<file path="src/rtl/rc5_sched_pkg.sv">
// rc5_sched_pkg: shared widths and FSM state encoding for the rc5 core scheduler
package rc5_sched_pkg;
    localparam int RC5_KEY_W = 128;
    localparam int RC5_BLK_W = 64;
    localparam int N_REQ     = 2;
    localparam logic [2:0] S_IDLE      = 3'd0;
    localparam logic [2:0] S_KEY       = 3'd1;
    localparam logic [2:0] S_KEY_WAIT  = 3'd2;
    localparam logic [2:0] S_DIN       = 3'd3;
    localparam logic [2:0] S_DOUT_WAIT = 3'd4;
    localparam logic [2:0] S_RESP      = 3'd5;
endpackage

</file>
<file path="src/rtl/rc5_rr_arb2.sv">
// rc5_rr_arb2: two-way round-robin grant; combinational grant, registered priority pointer
module rc5_rr_arb2 import rc5_sched_pkg::*; (
    input  logic             clk,
    input  logic             rst,
    input  logic [N_REQ-1:0] req_valid,
    input  logic             advance,
    input  logic             done_g,
    output logic             gnt_idx,
    output logic             any_req
);
    logic rr_ptr_q, rr_ptr_d;
    always_comb begin
        rr_ptr_d = advance ? ~done_g : rr_ptr_q;
        any_req  = |req_valid;
        gnt_idx  = (&req_valid) ? rr_ptr_q : req_valid[1];
    end
    always_ff @(posedge clk or negedge rst) begin
        if (!rst) rr_ptr_q <= 1'b0;
        else      rr_ptr_q <= rr_ptr_d;
    end
endmodule

</file>
<file path="src/rtl/rc5_sched.sv">
// rc5_sched: shares one rc5_core between two requesters with a key cache.
// RC5_SCHED_TIMEOUT_EN adds an abort timer on the key_ok and dout_en waits.
module rc5_sched import rc5_sched_pkg::*; #(
    parameter int TIMEOUT_CYC = 1023,
    parameter int CNT_W       = 10
) (
    input  logic                       clk,
    input  logic                       rst,
    input  logic [N_REQ-1:0]           req_valid,
    output logic [N_REQ-1:0]           req_ready,
    input  logic [N_REQ*RC5_KEY_W-1:0] req_key,
    input  logic [N_REQ*RC5_BLK_W-1:0] req_din,
    output logic [N_REQ-1:0]           resp_valid,
    input  logic [N_REQ-1:0]           resp_ready,
    output logic [RC5_BLK_W-1:0]       resp_dout,
    output logic                       resp_err,
    output logic [RC5_KEY_W-1:0]       core_key,
    output logic                       core_key_en,
    input  logic                       core_key_ok,
    output logic [RC5_BLK_W-1:0]       core_din,
    output logic                       core_din_en,
    input  logic [RC5_BLK_W-1:0]       core_dout,
    input  logic                       core_dout_en
);
    if (2**CNT_W <= TIMEOUT_CYC) begin : g_cnt_w_check
        $error("CNT_W too narrow for TIMEOUT_CYC");
    end
    logic [2:0]           state_q, state_d;
    logic                 g_q, g_d;
    logic [RC5_KEY_W-1:0] key_q, key_d, loaded_q, loaded_d;
    logic [RC5_BLK_W-1:0] din_q, din_d, dout_q, dout_d;
    logic                 key_vld_q, key_vld_d, kw_first_q, kw_first_d;
    logic                 gnt_idx, any_req, take, hit, advance;
    logic [RC5_KEY_W-1:0] sel_key;
    logic [RC5_BLK_W-1:0] sel_din;
`ifdef RC5_SCHED_TIMEOUT_EN
    localparam logic [CNT_W-1:0] TO_LIM = CNT_W'(TIMEOUT_CYC);
    logic             err_q, err_d, waiting;
    logic [CNT_W-1:0] cnt_q, cnt_d;
`endif
    rc5_rr_arb2 u_arb (
        .clk       (clk),
        .rst       (rst),
        .req_valid (req_valid),
        .advance   (advance),
        .done_g    (g_q),
        .gnt_idx   (gnt_idx),
        .any_req   (any_req)
    );
    always_comb begin
        sel_key    = gnt_idx ? req_key[2*RC5_KEY_W-1:RC5_KEY_W] : req_key[RC5_KEY_W-1:0];
        sel_din    = gnt_idx ? req_din[2*RC5_BLK_W-1:RC5_BLK_W] : req_din[RC5_BLK_W-1:0];
        take       = (state_q == S_IDLE) && any_req;
        hit        = key_vld_q && (sel_key == loaded_q);
        advance    = (state_q == S_RESP) && resp_ready[g_q];
        kw_first_d = (state_q == S_KEY);
        state_d    = state_q;
        g_d        = g_q;
        key_d      = key_q;
        din_d      = din_q;
        loaded_d   = loaded_q;
        key_vld_d  = key_vld_q;
        dout_d     = dout_q;
        case (state_q)
            S_IDLE: if (take) begin
                g_d     = gnt_idx;
                key_d   = sel_key;
                din_d   = sel_din;
                state_d = hit ? S_DIN : S_KEY;
            end
            S_KEY:      state_d = S_KEY_WAIT;
            // a key_ok level left over from the previous load must not count
            S_KEY_WAIT: if (core_key_ok && !kw_first_q) begin
                key_vld_d = 1'b1;
                loaded_d  = key_q;
                state_d   = S_DIN;
            end
            S_DIN:       state_d = S_DOUT_WAIT;
            S_DOUT_WAIT: if (core_dout_en) begin
                dout_d  = core_dout;
                state_d = S_RESP;
            end
            S_RESP:  state_d = advance ? S_IDLE : S_RESP;
            default: state_d = S_IDLE;
        endcase
`ifdef RC5_SCHED_TIMEOUT_EN
        waiting = (state_q == S_KEY_WAIT) || (state_q == S_DOUT_WAIT);
        err_d   = advance ? 1'b0 : err_q;
        if (waiting && state_d == state_q && cnt_q + 1'b1 == TO_LIM) begin
            key_vld_d = 1'b0;
            dout_d    = '0;
            err_d     = 1'b1;
            state_d   = S_RESP;
        end
        cnt_d = (waiting && state_d == state_q) ? cnt_q + 1'b1 : '0;
`endif
    end
    always_ff @(posedge clk or negedge rst) begin
        if (!rst) begin
            state_q    <= S_IDLE;
            g_q        <= 1'b0;
            key_q      <= '0;
            din_q      <= '0;
            loaded_q   <= '0;
            key_vld_q  <= 1'b0;
            dout_q     <= '0;
            kw_first_q <= 1'b0;
        end else begin
            state_q    <= state_d;
            g_q        <= g_d;
            key_q      <= key_d;
            din_q      <= din_d;
            loaded_q   <= loaded_d;
            key_vld_q  <= key_vld_d;
            dout_q     <= dout_d;
            kw_first_q <= kw_first_d;
        end
    end
`ifdef RC5_SCHED_TIMEOUT_EN
    always_ff @(posedge clk or negedge rst) begin
        if (!rst) begin
            err_q <= 1'b0;
            cnt_q <= '0;
        end else begin
            err_q <= err_d;
            cnt_q <= cnt_d;
        end
    end
    assign resp_err = err_q;
`else
    assign resp_err = 1'b0;
`endif
    // req_ready is combinational, so it is gated to stay 0 while reset is held
    assign req_ready   = (take && rst) ? (gnt_idx ? 2'b10 : 2'b01) : 2'b00;
    assign resp_valid  = (state_q == S_RESP) ? (g_q ? 2'b10 : 2'b01) : 2'b00;
    assign core_key_en = (state_q == S_KEY);
    assign core_din_en = (state_q == S_DIN);
    assign core_key    = key_q;
    assign core_din    = din_q;
    assign resp_dout   = dout_q;
endmodule

</file>
<file path="config.mk">
export PLATFORM = sky130hd
export DESIGN_NAME = rc5_sched
export DESIGN_NICKNAME = d
export VERILOG_FILES = /design/src/rtl/rc5_sched_pkg.sv /design/src/rtl/rc5_rr_arb2.sv /design/src/rtl/rc5_sched.sv
export SDC_FILE = /design/constraint.sdc
export NUM_CORES = 1
export LEC_CHECK = 0
export ABC_AREA = 1
export BUFFER_PORTS_ARGS = -buffer_cell sky130_fd_sc_hd__clkbuf_2
export CORE_AREA = 10 10 275 277
export CTS_CLUSTER_SIZE = 20
export DETAILED_ROUTE_END_ITERATION = 7
export DIE_AREA = 0 0 285 287
export PLACE_DENSITY = 0.58
export REMOVE_ABC_BUFFERS = 1
export SYNTH_ARGS = -nofsm -noshare
export SYNTH_HDL_FRONTEND = slang
export SYNTH_HIERARCHICAL = 1
export SYNTH_SLANG_ARGS = --single-unit
</file>
<file path="constraint.sdc">
create_clock -name clk -period 2.7 [get_ports clk]
set_clock_uncertainty 0.2 [all_clocks]
set_input_delay 0.135 -clock clk [delete_from_list [all_inputs] [get_ports clk]]
set_output_delay 0.135 -clock clk [all_outputs]
set_load 0.02 [all_outputs]
</file>
Word-level counts from Yosys, hierarchy flattened:

Cells that the tools add are included.

* bits in registers: 391

* reductions and logical operators: 13
* equal/unequal tests: 9
* bitwise operators: 1
* magnitude comparators: 1
* mux-type cells: 15

Operator list (number)
* 128-bit equality test: 1
* 128-bit two-way mux: 1
* 64-bit two-way mux: 1
* 3-bit one-hot mux with 6 select lines: 1
* 3-bit two-way mux: 4
* 2-bit two-way mux: 5
* 2-bit AND reduction: 4
* 3-bit by 2-bit equality test with 1-bit output, second input constant: 2
* 3-bit equality test, second input constant: 2
* 2-bit != test, second input constant: 3
* 1-bit logical AND: 5
* 3-bit by 1-bit equality test with 1-bit output, second input constant: 1
* 3-bit zero test: 1
* 1-bit two-way mux: 3
* 3-bit AND reduction: 1
* 1-bit by 2-bit less-than comparator with 1-bit output, second input constant: 1
* 2-bit OR reduction: 1
* 1-bit zero test: 1
* 1-bit NOT: 1

Longest topological paths before layout:

Gate-level depths: netlist of run 1.

* word-level depth: 8
* gate-level depth with buffers: 21

Hierarchy:

Netlist of run 1, hierarchy kept.

By module, submodules not included
* rc5_sched: area each 19150.9 um^2, times used 1, cells an instance 2450
* rc5_rr_arb2: area each 66.3 um^2, times used 1, cells an instance 11

Worst setup path after synthesis of run 1:

Ideal clock, no wire load.

* path kind: register -> output
* from: register state_q[0]
* to: output req_ready[0]
* cell stages (with the launch flop): 9
* path slack: 0.559 ns
* data arrival time: 1.806 ns
* path through: dfrtp_1 > buf_2 > nor2_1 > nand2_1 > nor2_2 > clkinv_1 > clkbuf_1 > clkbuf_1 > nor3_1

* longest elaborated chain between the ends: 4

Ends and longest elaborated chain
* start, declared: RTL line rc5_sched.sv:28 `logic [2:0] state_q, state_d;`
* start signal, assigned: RTL line rc5_sched.sv:109 `state_q <= state_d;`
* 3-bit zero test: RTL line rc5_sched.sv:53 `take = (state_q == S_IDLE) && any_req;`
* 1-bit logical AND: RTL line rc5_sched.sv:53
* 1-bit logical AND: RTL line rc5_sched.sv:134 `assign req_ready = (take && rst) ? (gnt_idx ? 2'b10 : 2'b01) : 2'b00;`
* 2-bit two-way mux: RTL line rc5_sched.sv:134
* end, declared: RTL line rc5_sched.sv:10 `output logic [N_REQ-1:0] req_ready,`

No other way between the ends.

Worst setup path in the final report of run 1:

* from: register u_arb.rr_ptr_q
* to: register din_q[44] (netlist: core_din[44])

* longest elaborated chain between the ends: 2

Ends and longest elaborated chain
* start, declared: RTL line rc5_rr_arb2.sv:11 `logic rr_ptr_q, rr_ptr_d;`
* start signal, assigned: RTL line rc5_rr_arb2.sv:19 `else rr_ptr_q <= rr_ptr_d;`
* 1-bit two-way mux: RTL line rc5_rr_arb2.sv:15 `gnt_idx = (&req_valid) ? rr_ptr_q : req_valid[1];`
* net gnt_idx: RTL line rc5_sched.sv:33 `logic gnt_idx, any_req, take, hit, advance;`
* 64-bit two-way mux: RTL line rc5_sched.sv:52 `sel_din = gnt_idx ? req_din[2*RC5_BLK_W-1:RC5_BLK_W] : req_din[RC5_BLK_W-1:0];`
* end signal, assigned: RTL line rc5_sched.sv:112 `din_q <= din_d;`
* end, declared: RTL line rc5_sched.sv:31 `logic [RC5_BLK_W-1:0] din_q, din_d, dout_q, dout_d;`

The timed path passes the listed nets, and every way through them passes these cells.
A chain may end at the register's enable or synchronous reset.

==> results of run 1 <==
## registers in the layout (all words and copies together) (netlist names)
name / cells
state_q: 3
resp_dout: 64
core_din: 64
key_vld_q: 1
loaded_q: 128
g_q: 1
core_key: 128
u_arb/rr_ptr_q: 1
kw_first_q: 1
## stage by stage
stage	worst slack [ps]	area, um2	instances
CTS	3.70	30300	4604
detailed placement	-45.1	24200	4067
finish	78.4	31100	4646
global placement	-77.2	24200	4067
floorplan	-7200	18600	2337
global route	-45.9	31100	4645
## cells in the mapped netlist (all sizes together)
cell type  instances  area (um2)
o21ai            280        1400
nand4             14        87.6
clkinv             1        3.75
o31ai             64         480
o221ai             1        8.76
a21o               1        7.51
inv              265         997
or2                3        18.8
nand2            889        3340
nand3             86         430
conb               1        3.75
mux2              65         732
buf               65         399
o211ai             4        30.0
nor2             202         761
nor3               5        25.0
a21oi              9        45.0
o22ai              1        6.26
a221oi             1        8.76
mux2i              1        10.0
nor3b              1        7.51
clkbuf            59         221
dfrtp            391        9780
nand3b            34         255
and2               2        12.5
xor2              16         140
## critical path, stage by stage (launching register included)
cell and delay [ps]:
dfrtp_1 390, nand3_2 120, nand2_8 100, clkinv_8 100, buf_12 110, clkbuf_16 160, buf_6 310, nor2_1 170
o31ai_1 290, dlygate4sd3_1 590
## final cells by class
type	count	share of cell area
multi-input combinational	1680	0.257
timing repair buffer	1279	0.307
tap	940	0.0379
inverter	266	0.0328
clock buffer	70	0.0452
clock inverter	12	0.00435
sequential	391	0.315
antenna	8	0.000645
## how the worst max path moves through the flow
| stage | slack, ps | cells past startpoint | endpoint |
|---|---|---|---|
| global route | -50 | 19 | state_q[1] |
| detailed placement | -50 | 18 | state_q[1] |
| floorplan | -7200 | 5 | req_ready[0] |
| CTS | 4 | 19 | state_q[1] |
| finish | 80 | 9 | core_din[44] |
| global placement | -80 | 18 | state_q[1] |
## routing by layer
metal | global-route usage | wire (um) | vias up
met5 | 0 | 57 | -
met4 | 0.0716 | 3020 | 8
met3 | 0.0570 | 6350 | 146
met2 | 0.338 | 42600 | 703
met1 | 0.220 | 34000 | 9734
li1 | - | - | 10200
## power breakdown
part,switching [W],internal (W)
clock,0.00265,0.00369
sequential,0.00184,0.00863
combinational,0.00898,0.00600
## placed cells by master, fill, tap and decap left out, types with 9 or more instances in the layout
master         count
clkbuf_2         716
nand2_1          865
dlygate4sd3_1    454
nand2_2           19
inv_1            262
nand4_1           14
buf_4             64
clkbuf_16         59
mux2_2            65
clkbuf_8          14
clkbuf_1           9
o21ai_0          266
nand3b_1          34
buf_12            22
xor2_1            16
nor2_1           189
a21oi_1            9
nor2_2            10
dfrtp_1          388
nand3_1           83
o21ai_1           14
o31ai_1           64
## cell families after synthesis
group / Yosys count / synth area share
muxes: 66 / 0.0386
xor gates and xnor gates: 16 / 0.00729
DFF: 391 / 0.509
AOI/OAI and AO/OA: 361 / 0.103
other: 1 / 0.000195
buffers and inverters: 390 / 0.0844
and+or+nand+nor: 1236 / 0.257
## timing repair
item / 4_1_cts / 5_1_grt
gates cloned: 0 / 13
setup endpoints to repair: 1 / 47
setup buffers: 0 / 22
hold endpoints to repair: 654 / 0
pin swaps: 0 / 23
gates resized for setup: 1 / 65
hold buffers: 455 / 0
==> flow_summary.ini, run 1 <==
[yosys]
netlist_area_mm2 = 0.0192
yosys_warnings = 6
yosysSeqAreaShare = 0.509
synthCells = 2461
syn_avg_cell_area_um2 = 7.81
ys_types = 34
ys_ff_latch = 391

[final_layout]
drive_gt1_frac = 0.274
multiInputGateArea_mm2 = 0.00798
fillCellCount = 6737
area_growth_pct = 61.6
fin_nets = 4121
final_core_util = 0.445
ff_latch_area_mm2 = 0.00979

[worst_setup_path]
crit_start = u_arb/rr_ptr_q
crit_path_max_fanout = 42
rr_startpoint = u_arb/rr_ptr_q
start_kind = flip-flop
end_kind = flip-flop
critPathKind = reg -> reg
ff2ff_setup_slack_ps = 80
rr_worst_depth = 9
cp_data_required_time_ps = 3010
rr_endpoint = core_din[44]
cp.arrival_ps = 2930

[global_routing]
grt_pass1_vias = 21300
grt_antenna_before_repair = 11
overflow = 0
grt_util_all_layers = 0.193
grt_first_pass_wirelength_um = 125000
grt_max_degree = 125

[clock_tree]
root_buffer = clkbuf_16
clk_latency_ps = 590
numCtsBuffers = 47
cts_max_level = 2
clk_path_buf_depth = 3
clkSlewWorstSetupHoldPaths_ps = 60
cts_tree = built
cts.sinks = 391

[outcome]
status = finished clean

[timing]
finalSetupTns_ps = 0
fin_crit_sh = 0.971
period_needed_ps = 2620
hold_viol = 0
worstMarginPinSlew_ps = 810
hold_slack_ps = 50.0
max_freq_mhz = 381
relSlewSlack = 0.460
final-setup-viol-count = 0
maxSlewViolCount = 0

[route]
wl_per_cell_um = 18.5
drc = 0
wl_um = 86000
vias_per_cell = 4.47
vias = 20800
drt_iter0_drc = 1199
firstDrtPassIters = 5
ant_nets = 0

[flow_run]
max_cap_viol_count = 0

[pwr]
total_power_w = 0.0318
irDropWorstVdd_mv = 0.775
p_leak_nw = 16.2
p_per_area_mw_per_mm2 = 1020

[floorplan]
num_io_pins = 719
core_mm2 = 0.0698
dieArea_mm2 = 0.0818
die_y_um = 287
fp-row-count = 97
die_x_um = 285
initial_core_util = 0.275

[min_path]
min_from = core_dout_en
worstHoldEndpoint = state_q[1]
hold_class = in -> reg
hold_path_depth = 6

[placed_design]
io_buffers = 717
dp_hpwl_um = 60200
gp_congestion = 0.860
(Power assumes the default switching activity.)
==> run 2: changes to the inputs <==
--- a/config.mk
+++ b/config.mk
@@ -8,9 +8,9 @@
 export ABC_AREA = 1
 export BUFFER_PORTS_ARGS = -buffer_cell sky130_fd_sc_hd__clkbuf_2
-export CORE_AREA = 10 10 275 277
+export CORE_AREA = 10 10 273 275
 export CTS_CLUSTER_SIZE = 20
 export DETAILED_ROUTE_END_ITERATION = 7
-export DIE_AREA = 0 0 285 287
-export PLACE_DENSITY = 0.58
+export DIE_AREA = 0 0 283 285
+export PLACE_DENSITY = 0.6
 export REMOVE_ABC_BUFFERS = 1
 export SYNTH_ARGS = -nofsm -noshare
==> constraint.sdc (replaced) <==
create_clock -name clk -period 2.15 [get_ports clk]
set_clock_uncertainty 0.2 [all_clocks]
set_input_delay 0.1075 -clock clk [delete_from_list [all_inputs] [get_ports clk]]
set_output_delay 0.1075 -clock clk [all_outputs]
set_load 0.005 [all_outputs]
==> flow_summary.ini, run 2 (same netlist as run 1, synthesis figures left out) <==
[outcome]
status = finished with violations
violations = negative setup slack

[placed_design]
dp_hpwl_um = 60000
postPlaceCellArea_mm2 = 0.0252
dp_slack_ps = -1110
io_buffers = 717
gp_congestion = 0.905

[clock_tree]
clkSlewWorstSetupHoldPaths_ps = 60
cts_tree = built
cts.sinks = 391
clk_latency_ps = 590
clk_path_buf_depth = 3
root_buffer = clkbuf_16
cts_max_level = 2
numCtsBuffers = 47

[route]
vias_per_cell = 4.53
wl_per_cell_um = 18.7
firstDrtPassIters = 5
top_layer_used = met5
met2_length_um = 44600
dr_wl_met3_um = 6300
drc = 0
vias = 21700
ant_nets = 0
drt_iter0_drc = 1381
wl_um = 89800
wl_met1_um = 35200

[worst_setup_path]
rr_worst_depth = 18
start_kind = flip-flop
crit_start = u_arb/rr_ptr_q
end_kind = flip-flop
rr_startpoint = u_arb/rr_ptr_q
rr_endpoint = state_q[1]
critPathKind = reg -> reg
crit_path_max_fanout = 7
cp_data_required_time_ps = 2490
cp.arrival_ps = 2900
ff2ff_setup_slack_ps = -410
endpoint = state_q[1]

[pwr]
p_per_area_mw_per_mm2 = 1130
power.internal_w = 0.0228
irDropWorstVdd_mv = 0.697
power_frac_seq = 0.352
p_switching_w = 0.0144
comb_power_share = 0.432
p_leak_nw = 17.1
clockPowerShare = 0.216
total_power_w = 0.0372
swShare = 0.387

[timing]
final-setup-viol-count = 5
finalSetupTns_ps = -737
maxSlewViolCount = 0
period_needed_ps = 2560
max_freq_mhz = 390
fin_crit_sh = 1.19
hold_viol = 0
setup_slack_ps = -414
grt_setup_unrepaired = yes
worstMarginPinSlew_ps = 734
relSlewSlack = 0.511

[floorplan]
num_io_pins = 719
initial_core_util = 0.277
dieArea_mm2 = 0.0807
die_x_um = 283
core_mm2 = 0.0693
die_y_um = 285
fp-row-count = 97

[min_path]
hold_path_depth = 3
hold_class = in -> reg

[final_layout]
fillCellCount = 6301
final_core_util = 0.476
fin_nets = 4262
drive_gt1_frac = 0.333
final_area_mm2 = 0.0330
final_common_cell = nand2_1
final_cell_mix = nand2_1 (771), clkbuf_2 (716), dlygate4sd3_1 (457)
area_growth_pct = 71.6

[global_routing]
grt_first_pass_wirelength_um = 133000
grt_pass1_vias = 22600
overflow = 0
grt_util_all_layers = 0.208
grt_max_degree = 100
grt_antenna_before_repair = 25

[flow_run]
max_cap_viol_count = 0
run 2: final cells by class:
| class | instances | area (um2) | share of cell area |
|---|---|---|---|
| multi-input cells | 1680 | 8470 | 0.257 |
| diodes | 25 | 62.6 | 0.00190 |
| repair inverters | 2 | 20.0 | 0.000607 |
| inverters | 266 | 1030 | 0.0312 |
| repair buffers | 1418 | 10900 | 0.331 |
| clock inverters | 13 | 183 | 0.00554 |
| well taps | 940 | 1180 | 0.0357 |
| clock buffers | 70 | 1340 | 0.0407 |
| flip-flops and latches | 391 | 9790 | 0.297 |
run 2: critical path, cell delays in order (launching register included):
cell     delay (ps)
dfrtp_1         390
nand3_2         110
nand2_8         140
buf_16          190
buf_12          140
buf_4           170
nand2_4          80
nand2_2          70
nand2_4         100
nand2_1          60
nor3_1          160
nand2_1          90
nor2_2          120
nand2_4          80
nor2_4          110
nand3_2         110
nand2_2          60
nand2_1          40
nand2_1          50
run 2: power groups by stage:
| stage | registers [W] | clock network, W | logic, W |
|---|---|---|---|
| floorplan | 0.0128 | 0 | 0.00657 |
| global placement | 0.0130 | 0 | 0.0139 |
| detailed placement | 0.0131 | 0 | 0.0140 |
| CTS | 0.0130 | 0.00828 | 0.0155 |
| global route | 0.0135 | 0.00854 | 0.0180 |
| finish | 0.0131 | 0.00802 | 0.0161 |
run 2: how the worst min path moves through the flow:
stage,start,to,slack (ps)
2_1_floorplan,rst,core_din[0],-390
3_3_place_gp,rst,resp_dout[34],-240
3_5_place_dp,rst,resp_dout[34],-240
4_1_cts,req_valid[0],core_key[89],10
5_1_grt,core_dout[23],resp_dout[23],80
6_report,core_dout[9],resp_dout[9],90
run 2: routing by layer:
metal  vias up  track usage
met5         -            0
met4         6       0.0845
met3       214       0.0542
met2       842        0.363
met1     10200        0.241
li1      10500            -
run 2: metrics by stage:
step / std cells / hold slack, ps
after global placement: 4188 / -239
after detailed placement: 4188 / -240
after global routing: 4799 / 75.9
after CTS: 4761 / 14.0
after floorplan: 2337 / -388
final: 4805 / 93.6
run 2: what timing repair did:
item / in CTS / in global routing
buffers inserted: 25 / 16
hold endpoints to repair: 663 / 19
cloned: 11 / 8
pin swaps: 41 / 95
setup endpoints to repair: 38 / 219
resized for setup: 89 / 178
hold buffers: 456 / 4
